<file path="src/rtl/pc_sel_pkg.sv">
// Shared types for the next-PC select controller: FSM states, select bit
// indices and the packed one-hot select struct.
package pc_sel_pkg;

  typedef enum logic [1:0] {
    IDLE   = 2'd0,
    DRAIN  = 2'd1,
    VECTOR = 2'd2,
    ISR    = 2'd3
  } pc_sel_state_t;

  localparam int SEL_STALL = 0;
  localparam int SEL_BP    = 1;
  localparam int SEL_PCR   = 2;
  localparam int SEL_PCI   = 3;
  localparam int SEL_UNDO  = 4;
  localparam int SEL_ALERT = 5;
  localparam int SEL_W     = 6;

  // Member order matches the SEL_* indices (first member is the MSB).
  typedef struct packed {
    logic alert;
    logic branch_undo;
    logic pci_take;
    logic pcr_take;
    logic branch_predict;
    logic stall;
  } pc_sel_t;

endpackage

</file>
<file path="src/rtl/pc_sel_ctrl_irq_edge_sync.sv">
// irq_edge_sync: 2-flop synchronizer for an asynchronous level input plus a
// single-cycle rising-edge pulse in the clk domain.
module irq_edge_sync (
  input  logic clk,
  input  logic rst_n,
  input  logic i_async,
  output logic o_rise
);

  logic r_meta;
  logic r_sync;
  logic r_prev;

  always_ff @(posedge clk or negedge rst_n) begin
    if (!rst_n) begin
      r_meta <= 1'b0;
      r_sync <= 1'b0;
      r_prev <= 1'b0;
    end else begin
      r_meta <= i_async;
      r_sync <= r_meta;
      r_prev <= r_sync;
    end
  end

  assign o_rise = r_sync & ~r_prev;

endmodule

</file>
<file path="src/rtl/pc_sel_ctrl.sv">
// Next-PC select controller: fixed-priority redirect resolution plus the
// interrupt entry/exit FSM. Optional stall watchdog via PC_SEL_STALL_WATCHDOG_EN.
module pc_sel_ctrl
  import pc_sel_pkg::*;
#(
  parameter int STALL_LIMIT = 255
) (
  input  logic       clk,
  input  logic       rst_n,
  input  logic       stall_req,
  input  logic       bp_taken,
  input  logic       jr_req,
  input  logic       ji_req,
  input  logic       mispredict,
  input  logic       branch_inflight,
  input  logic       ext_irq,
  input  logic       reti,
  output logic       stall,
  output logic       branch_predict,
  output logic       pcr_take,
  output logic       pci_take,
  output logic       branch_undo,
  output logic       alert,
  output logic       interrupt_mask,
  output logic       flush,
  output logic       irq_pending,
  output logic       stall_timeout,
  output logic [1:0] dbg_state
);

  // Handshake note: there is no valid/ready flow here; every request input is
  // a level sampled each cycle, and select outputs respond in the same cycle.

  pc_sel_state_t r_state;
  pc_sel_state_t w_state_next;
  logic          r_pending;
  logic          r_mask;
  logic          w_irq_rise;
  logic [SEL_W-1:0] w_sel_vec;
  pc_sel_t       w_sel;

  irq_edge_sync u_irq_sync (
    .clk     (clk),
    .rst_n   (rst_n),
    .i_async (ext_irq),
    .o_rise  (w_irq_rise)
  );

  // Fixed priority: undo > alert > pcr > pci > predict > stall.
  always_comb begin
    w_sel_vec = '0;
    if (mispredict)            w_sel_vec[SEL_UNDO]  = 1'b1;
    else if (r_state == VECTOR) w_sel_vec[SEL_ALERT] = 1'b1;
    else if (jr_req)           w_sel_vec[SEL_PCR]   = 1'b1;
    else if (ji_req)           w_sel_vec[SEL_PCI]   = 1'b1;
    else if (bp_taken)         w_sel_vec[SEL_BP]    = 1'b1;
    else if (stall_req)        w_sel_vec[SEL_STALL] = 1'b1;
  end

  assign w_sel = pc_sel_t'(w_sel_vec);

  always_comb begin
    w_state_next = r_state;
    case (r_state)
      IDLE:    if (r_pending) w_state_next = DRAIN;
      DRAIN:   if (!branch_inflight && !mispredict) w_state_next = VECTOR;
      VECTOR:  if (!mispredict) w_state_next = ISR;
      ISR:     if (reti) w_state_next = IDLE;
      default: w_state_next = IDLE;
    endcase
  end

  always_ff @(posedge clk or negedge rst_n) begin
    if (!rst_n) begin
      r_state   <= IDLE;
      r_pending <= 1'b0;
      r_mask    <= 1'b0;
    end else begin
      r_state <= w_state_next;
      r_mask  <= (w_state_next == ISR);
      // A new edge in the vectoring cycle must not be lost.
      if (w_irq_rise)     r_pending <= 1'b1;
      else if (w_sel.alert) r_pending <= 1'b0;
    end
  end

`ifdef PC_SEL_STALL_WATCHDOG_EN
  localparam int CW = $clog2(STALL_LIMIT + 1);
  localparam logic [CW-1:0] LIMIT = CW'(STALL_LIMIT);

  logic [CW-1:0] r_stall_cnt;
  logic [CW-1:0] w_stall_cnt_next;
  logic          r_timeout;

  always_comb begin
    w_stall_cnt_next = r_stall_cnt;
    if (!w_sel.stall)            w_stall_cnt_next = '0;
    else if (r_stall_cnt != LIMIT) w_stall_cnt_next = r_stall_cnt + 1'b1;
  end

  always_ff @(posedge clk or negedge rst_n) begin
    if (!rst_n) begin
      r_stall_cnt <= '0;
      r_timeout   <= 1'b0;
    end else begin
      r_stall_cnt <= w_stall_cnt_next;
      if (w_stall_cnt_next == LIMIT) r_timeout <= 1'b1;
    end
  end

  assign stall_timeout = r_timeout;
`else
  logic w_unused_limit;
  assign w_unused_limit = ^STALL_LIMIT;
  assign stall_timeout  = 1'b0;
`endif

  assign stall          = w_sel.stall;
  assign branch_predict = w_sel.branch_predict;
  assign pcr_take       = w_sel.pcr_take;
  assign pci_take       = w_sel.pci_take;
  assign branch_undo    = w_sel.branch_undo;
  assign alert          = w_sel.alert;
  assign flush          = w_sel.branch_undo | w_sel.alert | w_sel.pcr_take | w_sel.pci_take;
  assign interrupt_mask = r_mask;
  assign irq_pending    = r_pending;
  assign dbg_state      = r_state;

endmodule
</file>
<file path="config.mk">
export PLATFORM = sky130hd
export DESIGN_NAME = pc_sel_ctrl
export DESIGN_NICKNAME = d
export VERILOG_FILES = /design/src/rtl/pc_sel_pkg.sv /design/src/rtl/pc_sel_ctrl_irq_edge_sync.sv /design/src/rtl/pc_sel_ctrl.sv
export SDC_FILE = /design/constraint.sdc
export NUM_CORES = 1
export LEC_CHECK = 0
export CELL_PAD_IN_SITES_DETAIL_PLACEMENT = 0
export CELL_PAD_IN_SITES_GLOBAL_PLACEMENT = 1
export CORE_UTILIZATION = 26
export CTS_CLUSTER_DIAMETER = 50
export CTS_CLUSTER_SIZE = 8
export DETAILED_ROUTE_END_ITERATION = 10
export PLACE_DENSITY = 0.76
export SYNTH_ARGS = -nofsm -noshare
export SYNTH_HDL_FRONTEND = slang
export SYNTH_HIERARCHICAL = 1
export SYNTH_SLANG_ARGS = --single-unit
export TNS_END_PERCENT = 5
</file>
<file path="constraint.sdc">
create_clock -name clk -period 2.8 [get_ports clk]
set_input_delay 0.56 -clock clk [delete_from_list [all_inputs] [get_ports clk]]
set_output_delay 0.56 -clock clk [all_outputs]
set_load 0.01 [all_outputs]
</file>
**Yosys cells after proc, flatten, opt, wreduce, memory -nomap -nowiden**

Cells that the tools add are included.

- Bits in registers: 7
- Input bits: 10

- Equal/unequal tests: 4
- Mux-type cells: 20
- Bitwise operators: 5
- Reductions and logical operators: 5

Operators by type and width:

| operator | count |
|---|---|
| 2-bit 2-to-1 mux | 6 |
| 1-bit 2-to-1 mux | 11 |
| 4-bit 2-to-1 mux | 2 |
| 2-bit case mux with 4 select lines | 1 |
| 2-bit equality test (second input constant) | 3 |
| 1-bit OR | 3 |
| 2-bit by 1-bit equality test with 1-bit output (second input constant) | 1 |
| 1-bit zero test | 2 |
| 2-bit zero test | 1 |
| 2-bit nonzero test | 1 |
| 1-bit bitwise AND | 1 |
| 1-bit logical AND | 1 |
| 1-bit NOT | 1 |

**Depth between registers and ports, before layout**

- Depth after elaboration: 8
- Gate-level depth with buffers: 3

**By module**

Netlist, hierarchy kept.

By module, submodules not included:

| module | times used | cells each | area an instance (sq um) |
|---|---|---|---|
| pc_sel_ctrl | 1 | 27 | 270.3 |
| irq_edge_sync | 1 | 4 | 88.8 |

**Worst setup path before layout**

Ideal clock, no wire load.

- Kind: in2out
- From: input port ji_req
- To: output port stall
- Data arrival time: 1.367 ns
- Required time: 2.240 ns
- Slack: 0.873 ns
- Cell stages on the path: 2
- Path through: or3b_2 -> nor4_1

- Word-level cells in the longest chain between the ends: 4

RTL lines:

| element | RTL line | source |
|---|---|---|
| start: declaration | pc_sel_ctrl.sv:13 | `input logic ji_req,` |
| 2-bit 2-to-1 mux | pc_sel_ctrl.sv:55 | `else if (ji_req) w_sel_vec[SEL_PCI] = 1'b1;` |
| 2-bit 2-to-1 mux | pc_sel_ctrl.sv:54 | `else if (jr_req) w_sel_vec[SEL_PCR] = 1'b1;` |
| 4-bit 2-to-1 mux | pc_sel_ctrl.sv:53 | `else if (r_state == VECTOR) w_sel_vec[SEL_ALERT] = 1'b1;` |
| 4-bit 2-to-1 mux | pc_sel_ctrl.sv:52 | `if (mispredict) w_sel_vec[SEL_UNDO] = 1'b1;` |
| end: declaration | pc_sel_ctrl.sv:18 | `output logic stall,` |

Every way passes these cells.

**Worst setup path after layout**

- From: input port ji_req
- To: output port flush

- Word-level cells in the longest chain between the ends: 5

RTL lines:

| element | RTL line | source |
|---|---|---|
| 1-bit 2-to-1 mux | pc_sel_ctrl.sv:55 |  |
| 1-bit 2-to-1 mux | pc_sel_ctrl.sv:54 |  |
| 4-bit 2-to-1 mux | pc_sel_ctrl.sv:53 |  |
| 4-bit 2-to-1 mux | pc_sel_ctrl.sv:52 |  |
| 1-bit OR | pc_sel_ctrl.sv:124 | `assign flush = w_sel.branch_undo \| w_sel.alert \| w_sel.pcr_take \| w_sel.pci_take;` |
| end: declaration | pc_sel_ctrl.sv:25 | `output logic flush,` |

Every way passes these cells.

==> impl_metrics.env <==
export IMPL_status="finished clean"
export IMPL_final_layout_size_suffix_gt1_frac=0.148
export IMPL_largest_net_degree_at_the_start_of_global_routing=8
export IMPL_clock_fmax_mhz=381
export IMPL_port_buffers=20
export IMPL_routed_via_density=4.45
export IMPL_ir_drop_uv=240
export IMPL_path_max_fanout=3
export IMPL_most_frequent_cells_in_the_layout="19 x sky130_fd_sc_hd__clkdlybuf4s50_1, 7 x sky130_fd_sc_hd__dfrtp_1, 3 x sky130_fd_sc_hd__inv_1, 3 x sky130_fd_sc_hd__clkbuf_4"
export IMPL_routabilityCongestion=0.646
export IMPL_grt_pass1_vias=293
export IMPL_clk_latency_ps=250
export IMPL_io_pin_count=22
export IMPL_final_design_area_no_fill_um2=596
export IMPL_synth_seq_cells=7
export IMPL_routed_wl_um=773
export IMPL_worst_r2r_cell_count=1
export IMPL_seq_area_um2=175
export IMPL_all_layer_global_routing_usage=0.123
export IMPL_inserted_clock_buffers=3
export IMPL_final_min_clock_period_ps=2630
export IMPL_timing_critical_path_from_type="input pin"
export IMPL_crit_slowest_cell="sky130_fd_sc_hd__clkdlybuf4s50_1"
export IMPL_fillCellCount=130
export IMPL_synth_fa_ha_area_frac=0
export IMPL_ys_seq_area_frac=0.488
export IMPL_post_synth_mux_area_share=0.0627
export IMPL_min_period_over_period=0.938
export IMPL_fp_row_count=13
export IMPL_synthesis_nets=41
export IMPL_clk_pin_slew_ps=50
export IMPL_postSynthAreaPerCell_um2=11.6
export IMPL_critPathMostFrequentCell="sky130_fd_sc_hd__clkdlybuf4s50_1"
export IMPL_hold_path_cell_count=0
export IMPL_multi_input_comb_area_um2=146
export IMPL_synth_top_family_by_area="simple AND/OR/NAND/NOR gates"
export IMPL_hp_class="reg2reg"
export IMPL_detail_route_first_pass_iterations=2
export IMPL_core_mm2=0.00128
export IMPL_path_cells="clkdlybuf4s50_1 > buf_4 > or4_1 > clkdlybuf4s50_1"
export IMPL_timing_hold_ws_ps=383
export IMPL_nNetsFinal=65
export IMPL_critical_path_required_ps=2240
export IMPL_grt_antenna_before_repair=0
export IMPL_most_common_cell_after_layout_fill_and_taps_aside="sky130_fd_sc_hd__clkdlybuf4s50_1"
export IMPL_max_cap_violations=0
export IMPL_power_density_mw_per_mm2=675
export IMPL_area_share_of_and_or_nand_nor_cells_after_synthesis=0.261
export IMPL_end_kind="primary output"
export IMPL_number_of_warnings_reported_in_the_yosys_synthesis_log=6
export IMPL_wire_per_inst_um=11.2
export IMPL_setup_viol_count_final=0
export IMPL_synth_cell_types=20
export IMPL_syn_instance_count=31
export IMPL_rsz_0062_raised_after_global_routing="no"
export IMPL_hold_violations=0
export IMPL_detailed_place_hpwl_um=625
export IMPL_use_met2=0.196
export IMPL_design_die_area_mm2=0.00153
export IMPL_initial_core_util=0.279
export IMPL_timing_worst_setup_path_type="in2out"
export IMPL_num_vias=307
export IMPL_synth_cell_area_um2=359
export IMPL_clock_sinks=7
export IMPL_grt_use_met3=0.0462
export IMPL_synth_compound_area_share=0.0732
export IMPL_ant_nets=0
export IMPL_h_tree_levels=1
export IMPL_cts_root_to_sink_buffers=2
export IMPL_syn2layout_area_growth_pct=65.9
export IMPL_dr_first_iter_drc_count=2
export IMPL_cp_arrival_ps=2070
export IMPL_grt_util_met1=0.124
export IMPL_slowest_delay_ps=500
export IMPL_overflow=0
export IMPL_busiest_layer="met2"
export IMPL_dieHeight_um=39.2
export IMPL_timing_clock_skew_ps=4.20
export IMPL_setup_tns_ps=0
export IMPL_global_route_wire_length_before_repair_mm=1.17
export IMPL_synth_xor_area_frac=0
export IMPL_remaining_design_rule_violation_count=0
export IMPL_drv_slew=0
export IMPL_insertedDiodeCount=0
export IMPL_cts_tree="yes"
export IMPL_detailed_place_area_um2=567
export IMPL_clockRootBuffer="sky130_fd_sc_hd__clkbuf_4"
export IMPL_leakage_nw=0.273
export IMPL_die_w_um=39.2
[through the flow]
| step | util | cells | setup WS [ps] | power [mW] |
|---|---|---|---|---|
| after floorplan | - | 31 | 873 | 0.226 |
| after global placement | 0.441 | 65 | 56.6 | 0.314 |
| after detailed placement | 0.441 | 65 | 46.6 | 0.317 |
| after CTS | 0.462 | 69 | 24.5 | 0.410 |
| after global routing | 0.463 | 69 | 123 | 0.430 |
| final | 0.463 | 69 | 173 | 0.402 |
[cell type report]
cell class	count	share of cell area
repair buffers	22	0.366
flip-flops and latches	7	0.294
multi-input cells	18	0.246
clock buffers	4	0.0441
well taps	15	0.0315
inverters	3	0.0189
[synth_stat cells, drive strengths merged]
master / count / area [um2]
buf: 3 / 26.3
nand2b: 1 / 6.26
or2: 1 / 6.26
o211a: 1 / 10.0
dfrtp: 7 / 175
conb: 1 / 3.75
or3b: 1 / 8.76
nor4: 2 / 12.5
or4: 1 / 7.51
nor3: 1 / 5.00
o21bai: 1 / 7.51
inv: 3 / 11.3
mux4: 1 / 22.5
nor2b: 2 / 20.0
nand2: 1 / 3.75
a22o: 1 / 8.76
nor3b: 2 / 15.0
nor4b: 1 / 8.76
[flip-flops by register name, indices dropped and copies added (netlist names)]
| name | cells |
|---|---|
| dbg_state | 2 |
| interrupt_mask | 1 |
| irq_pending | 1 |
| u_irq_sync/r_meta | 1 |
| u_irq_sync/r_prev | 1 |
| u_irq_sync/r_sync | 1 |
[what timing repair did]
action,in CTS,in global routing
resized for setup,0,1
buffers inserted,0,0
hold buffers,0,0
endpoints found under the setup margin,0,1
endpoints found under the hold margin,0,0
[cells by family after synthesis]
| group | Yosys count |
|---|---|
| muxes | 1 |
| AOI/OAI and AO/OA | 3 |
| and+or+nand+nor | 13 |
| buffers and inverters | 6 |
| other | 1 |
| DFF | 7 |
[report_power, final]
part / internal, mW / switching, mW / total, mW
clock network: 0.0542 / 0.0349 / 0.0892
logic: 0.0999 / 0.0520 / 0.152
registers: 0.128 / 0.0328 / 0.161
[routing by layer]
layer | wire, um | share of wire
met5 | 0 | 0
met3 | 47 | 0.061
met4 | 0 | 0
met2 | 402 | 0.52
met1 | 322 | 0.42
[worst paths after layout]
kind,start,to,slack (ps)
worst max register to register,dbg_state[0],dbg_state[0],1680
worst min-delay path,u_irq_sync/r_meta,u_irq_sync/r_sync,380
min in group asynchronous,rst_n,dbg_state[0],570
worst min register to register,u_irq_sync/r_meta,u_irq_sync/r_sync,380
max in group asynchronous,rst_n,dbg_state[1],1990
worst max-delay path,ji_req,flush,170
[critical path, delay by kind of cell]
kind,cells,cell delay [ps]
buf+inv,3,1050
simple gates,1,460
(Power assumes the default switching activity.)
